File: src/rtl/dmem_arbiter.sv
// Two-port arbiter and sequencer in front of the single-port data RAM (A = CPU MEM stage, B = debug/loader).
// Define DMEM_ARB_FIXED_PRIO_EN to give port A fixed priority instead of round-robin.
module dmem_arbiter #(
    parameter int DATA_WIDTH = 32,
    parameter int ADDR_WIDTH = 4
) (
    input  logic                  clk,
    input  logic                  rst,
    input  logic                  a_req,
    input  logic                  a_we,
    input  logic [ADDR_WIDTH-1:0] a_addr,
    input  logic [DATA_WIDTH-1:0] a_wdata,
    output logic                  a_ack,
    output logic [DATA_WIDTH-1:0] a_rdata,
    input  logic                  b_req,
    input  logic                  b_we,
    input  logic [ADDR_WIDTH-1:0] b_addr,
    input  logic [DATA_WIDTH-1:0] b_wdata,
    output logic                  b_ack,
    output logic [DATA_WIDTH-1:0] b_rdata,
    output logic                  busy,
    output logic                  ram_we,
    output logic                  ram_rd,
    output logic [ADDR_WIDTH-1:0] ram_addr,
    output logic [DATA_WIDTH-1:0] ram_wdata,
    input  logic [DATA_WIDTH-1:0] ram_rdata
);

    typedef enum logic [1:0] {
        IDLE,
        ACCESS,
        RESP
    } state_t;

    state_t state;
    logic   grant_b;
    logic   pick_b;

`ifdef DMEM_ARB_FIXED_PRIO_EN
    always_comb begin
        pick_b = b_req && !a_req;
    end
`else
    // 1 = port B won the most recent grant; a tie goes to the other port.
    logic last_grant;

    always_comb begin
        pick_b = b_req;
        if (a_req && b_req) begin
            pick_b = !last_grant;
        end
    end
`endif

    always_ff @(posedge clk) begin
        if (rst) begin
            state     <= IDLE;
            grant_b   <= 1'b0;
`ifndef DMEM_ARB_FIXED_PRIO_EN
            last_grant <= 1'b1;
`endif
            busy      <= 1'b0;
            ram_we    <= 1'b0;
            ram_rd    <= 1'b0;
            ram_addr  <= '0;
            ram_wdata <= '0;
            a_ack     <= 1'b0;
            b_ack     <= 1'b0;
            a_rdata   <= '0;
            b_rdata   <= '0;
        end else begin
            case (state)
                IDLE: begin
                    if (a_req || b_req) begin
                        grant_b   <= pick_b;
`ifndef DMEM_ARB_FIXED_PRIO_EN
                        last_grant <= pick_b;
`endif
                        ram_addr  <= pick_b ? b_addr : a_addr;
                        ram_wdata <= pick_b ? b_wdata : a_wdata;
                        ram_we    <= pick_b ? b_we : a_we;
                        ram_rd    <= pick_b ? !b_we : !a_we;
                        busy      <= 1'b1;
                        state     <= ACCESS;
                    end
                end
                ACCESS: begin
                    // RAM read data is combinational, so it is valid at this closing edge.
                    if (ram_rd) begin
                        if (grant_b) begin
                            b_rdata <= ram_rdata;
                        end else begin
                            a_rdata <= ram_rdata;
                        end
                    end
                    ram_we <= 1'b0;
                    ram_rd <= 1'b0;
                    a_ack  <= !grant_b;
                    b_ack  <= grant_b;
                    state  <= RESP;
                end
                RESP: begin
                    a_ack <= 1'b0;
                    b_ack <= 1'b0;
                    busy  <= 1'b0;
                    state <= IDLE;
                end
                default: begin
                    state <= IDLE;
                end
            endcase
        end
    end

endmodule
File: config.mk
export PLATFORM = sky130hd
export DESIGN_NAME = dmem_arbiter
export DESIGN_NICKNAME = d
export VERILOG_FILES = /design/src/rtl/dmem_arbiter.sv
export SDC_FILE = /design/constraint.sdc
export NUM_CORES = 1
export LEC_CHECK = 0
export BUFFER_PORTS_ARGS = -buffer_cell sky130_fd_sc_hd__buf_4
export CORE_MARGIN = 2
export CORE_UTILIZATION = 41
export CTS_CLUSTER_SIZE = 8
export DETAILED_ROUTE_END_ITERATION = 10
export GPL_ROUTABILITY_DRIVEN = 0
export PLACE_DENSITY = 0.79
export SETUP_SLACK_MARGIN = 0.02
export SLEW_MARGIN = 25
export SYNTH_ARGS = -nofsm -noshare
export SYNTH_HDL_FRONTEND = slang
export SYNTH_SLANG_ARGS = --single-unit
File: constraint.sdc
create_clock -name clk -period 1.6 [get_ports clk]
set_input_delay 0.16 -clock clk [delete_from_list [all_inputs] [get_ports clk]]
set_output_delay 0.16 -clock clk [all_outputs]
set_load 0.05 [all_outputs]
# Word level (Yosys, flattened, before mapping)
# Index checks and enable logic that the tools add are counted.
# totals
reg_bits	109
inputBits	110
out_inout_bits	105
wordCells	46
# classes
n_eq_ne	3
n_mux	15
bitwise_logic	1
reduce_logical	15
# ops
op	n
$mux W32	1
$pmux W1 S2	5
$mux W1	6
$reduce_and A2 Y1	3
$reduce_and A3 Y1	2
$reduce_bool A2 Y1	3
$logic_not A1 Y1	4
$mux W4	1
$pmux W2 S2	1
$eq A2 B1 Y1 const B	1
$eq A2 B2 Y1 const B	1
$logic_not A2 Y1	1
$mux W2	1
$ne A2 B2 Y1 const B	1
$logic_and A1 B1 Y1	1
$logic_or A1 B1 Y1	1
$not A1 Y1	1

# Longest topological paths before layout
# depth
depth_word	5
mapped_depth	7
ltp_nobuf	5

# Worst setup path after synthesis
# OpenSTA, ideal clock, no wires.
# synth_path
path_type	reg-to-reg
startpoint	reg state[0]
endpoint	reg state[0]
setup_time_ns	0.114
t_arrival_ns	1.377
required_time_ns	1.486
setup_slack_ns	0.109
path_stages_with_launch	6
n_path_buf	0
period_less_slack_ns	1.491
cell_sequence	dfxtp_1 -> inv_1 -> ha_1 -> nor3b_1 -> mux2i_1 -> nor2_1
# synth_via
elab_chain_cells	2
elab_cells_between_ends	4
cone_classes	2 x eq/ne; 1 x mux; 1 x reduce/logical
# synth_lines
item	line	rtl
from (decl)	35	state_t state;
from (signal assigned)	57	state <= IDLE;
from (signal assigned)	84	state <= ACCESS;
from (signal assigned)	100	state <= RESP;
$eq A2 B1 Y1 / $logic_not A2 Y1 (equally long branches)	72	case (state)
$pmux W2 S2 / $ne A2 B2 Y1 (equally long branches)	n/a	
# Several ways; a longest one is shown, not always the timed one.
# A chain may end at the register's enable or synchronous reset.

# Worst setup path in the final report
# layout_path
startpoint	reg state[0]
endpoint	reg ram_rd
# layout_via
elab_chain_cells	3
elab_cells_between_ends	6
cone_classes	2 x eq/ne; 1 x mux; 3 x reduce/logical
# layout_lines
item	line	rtl
$eq A2 B1 Y1 / $logic_not A2 Y1 (equally long branches)	72	
$reduce_bool A2 Y1 (no source line) / $ne A2 B2 Y1 (equally long branches)	n/a	
$reduce_and A2 Y1 (no source line)	n/a	
to (signal assigned)	82	ram_rd <= pick_b ? !b_we : !a_we;
to (decl)	23	output logic ram_rd,
# Several ways; a longest one is shown, not always the timed one.

==> results.json <==
{
  "startpoint_type": "flip-flop",
  "routed_wl_um": 11600,
  "synth_warnings": 0,
  "setup.worst_path.end_class": "flip-flop",
  "status": "finished, final reports clean",
  "synth_compound_area_share_pct": 18.3,
  "coreArea_mm2": 0.00982,
  "synth-seq-cells": 109,
  "synth_xor_area_share_pct": 0,
  "io_buffers": 214,
  "cts_max_path_buffers": 2,
  "worstHoldPathCells": 3,
  "pwr_density_cell_mw_per_mm2": 1040,
  "hold_start": "ram_rdata[16]",
  "layout_common_cells": "217 x buf_4, 130 x nand2_1, 109 x dfxtp_1",
  "final_common_cell": "buf_4",
  "relSlewSlack_pct": 77.6,
  "clk_latency_ns": 0.36,
  "yosys-top-cells-area": "dfxtp_1 52%, a21oi_1 12%, nand2_1 12%, mux2i_1 9.6%, o21ai_0 4.6%",
  "gr-usage-met2_pct": 35.2,
  "cts_buffers": 9,
  "power.total_w": 0.00643,
  "die_w_um": 105,
  "final_cells": 825,
  "antenna_found_initial": 0,
  "antenna_left": 0,
  "synthMuxAreaShare_pct": 9.60,
  "setup_tns_ns": 0,
  "setup_viol": 0,
  "cp_top_family": "compound AO/OA/AOI/OAI gates",
  "critical_path_arrival_ns": 1.77,
  "drt_iter0_drc": 184,
  "synth-edff-count": 0,
  "netlist_instances": 488,
  "ios": 215,
  "dpl.cell_count": 808,
  "post-route-drc-count": 0,
  "fin_area_mm2": 0.00616,
  "final_util_pct": 62.7,
  "first_pass_iters": 4,
  "min_period_over_period_pct": 94.2,
  "rsz0062_at_grt": "no",
  "synth_ff_type": "dfxtp_1",
  "hold_viol": 0,
  "synth_area_per_cell_um2": 8.55,
  "yosys.area_share.simple_pct": 13.8,
  "grt_pass1_vias": 3821,
  "clock-sinks": 109,
  "vdd_drop_max_mv": 0.654,
  "row_count": 36,
  "routed_via_density": 4.99,
  "period_minus_slack_ns": 1.51,
  "n_antenna_cell": 0,
  "hold_class": "in2reg",
  "critPathMaxStageDelay_ns": 0.37,
  "synthAdderAreaFrac_pct": 1.20,
  "worst_pin_slew_ns": 0.336,
  "post_drt_wl_per_cell_um": 14.0,
  "grt-ovfl-total": 0,
  "finClkSkew_ns": 0.00812,
  "cts_tree": "yes",
  "syn2layout_area_growth_pct": 47.6,
  "r2r_cells": 6,
  "final_max_slew_viol_count": 0,
  "path_buf_inv": 2,
  "grt_max_degree": 76,
  "clockRootBuffer": "clkbuf_8",
  "fmax_mhz": 664,
  "yosysUniqueCellTypes": 27,
  "crit_chain": "inv_1 -> ha_2 -> nor3b_1 -> buf_4 -> o211a_1 -> a31o_2",
  "synth_area_mm2": 0.00417,
  "die-area_mm2": 0.0110,
  "post-cts-setup-buffers": 0,
  "crit_slowest_cell": "dfxtp_1",
  "grt_busiest_layer": "met2",
  "hpwl_um": 8110,
  "clkTransAtPathRegs_ns": 0.11,
  "crit_fanout": 7,
  "critical_path_class": "reg2reg",
  "synth_top_area_cell": "dfxtp_1",
  "start_util_pct": 42.5,
  "synth_top_family_by_area": "compound AO/OA/AOI/OAI gates",
  "final_nets": 801,
  "cap_viol_max_count": 0,
  "final_layout_size_suffix_gt1_share_pct": 35.5,
  "grt_util_met1_pct": 23.7,
  "min_to": "a_rdata[16]",
  "p_leak_nw": 2.68,
  "synth-seq-area-share_pct": 52.3,
  "met3_usage_pct": 5.30,
  "mappedNetlistNets": 602,
  "crit-reg2reg-launch": "state[0]",
  "r2r_end": "ram_rd",
  "cp.required_ns": 1.87,
  "grt_use_total_pct": 20.2,
  "vias": 4114,
  "ff2ff_setup_slack_ns": 0.09,
  "place_area_mm2": 0.00593,
  "grt_pass1_wl_um": 18200,
  "async_flop_share_pct": 0,
  "die_h_um": 105,
  "cts_max_level": 3,
  "synth_top_area_share_pct": 52.3
}
worst max-delay path by stage:
| stage | endpoint | start | depth (start not counted) |
|---|---|---|---|
| finish | ram_rd | state[0] | 6 |
| global route | ram_rd | state[0] | 6 |
| CTS | ram_rd | state[0] | 6 |
| detailed placement | ram_rd | state[0] | 6 |
| global placement | ram_rd | state[0] | 6 |
| floorplan | state[0] | state[0] | 5 |
Yosys cell counts (2+ instances only):
| library cell | count |
|---|---|
| nand2_1 | 130 |
| dfxtp_1 | 109 |
| a21oi_1 | 101 |
| mux2i_1 | 40 |
| o21ai_0 | 38 |
| clkbuf_1 | 23 |
| buf_2 | 9 |
| nor2_1 | 9 |
| ha_1 | 4 |
| inv_1 | 4 |
| buf_6 | 3 |
| a211oi_1 | 2 |
| nand3_1 | 2 |
layout make-up:
cell class	instances	area [um^2]
flip-flops and latches	109	2180
clock inverters	6	62.6
inverters	4	15.0
well taps	133	166
repair buffers	225	1790
fillers	837	3660
multi-input cells	338	1800
clock buffers	10	138
per-layer routing:
layer	part of all wire, %	vias to the layer above
met4	1.4	0
met2	49	171
li1	-	2036
met3	8.0	14
met5	0	-
met1	42	1893
worst register-to-register path, cell delays in order (launching register included):
cell and delay, ns:
dfxtp_1 0.37, inv_1 0.09, ha_2 0.23, nor3b_1 0.15, buf_4 0.15, o211a_1 0.21
a31o_2 0.21
per-stage QoR:
step	setup WS, ns	hold WS, ns
final	0.0936	0.0323
after global routing	0.0216	0.0210
after CTS	0.0373	0.0169
after detailed placement	0.0476	0.427
after global placement	0.117	0.418
after floorplan	0.109	0.293
flip-flops by register name, summed over array words and instances, names as in the netlist, 2 cells and up:
signal / count
a_rdata: 32
state: 2
ram_addr: 4
ram_wdata: 32
b_rdata: 32
report_power, final:
group	total, W	leakage, nW	switching, W	internal [W]
sequential	0.00300	0.889	0.000104	0.00290
combinational	0.00174	1.69	0.00110	0.000639
clock	0.00169	0.106	0.000922	0.000765
total	0.00643	2.68	0.00213	0.00430
logic make-up after synthesis:
kind of cell	Yosys count
AOI/OAI and AO/OA	147
adders and majority gates	4
buffers and inverters	41
DFF	109
muxes	40
and+or+nand+nor	147
timing repair:
| item | in CTS | in global routing |
|---|---|---|
| resized for setup | 0 | 1 |
| setup endpoints to repair | 0 | 40 |
| hold buffers | 0 | 0 |
No activity file was read; power rests on OpenSTA's default activity.
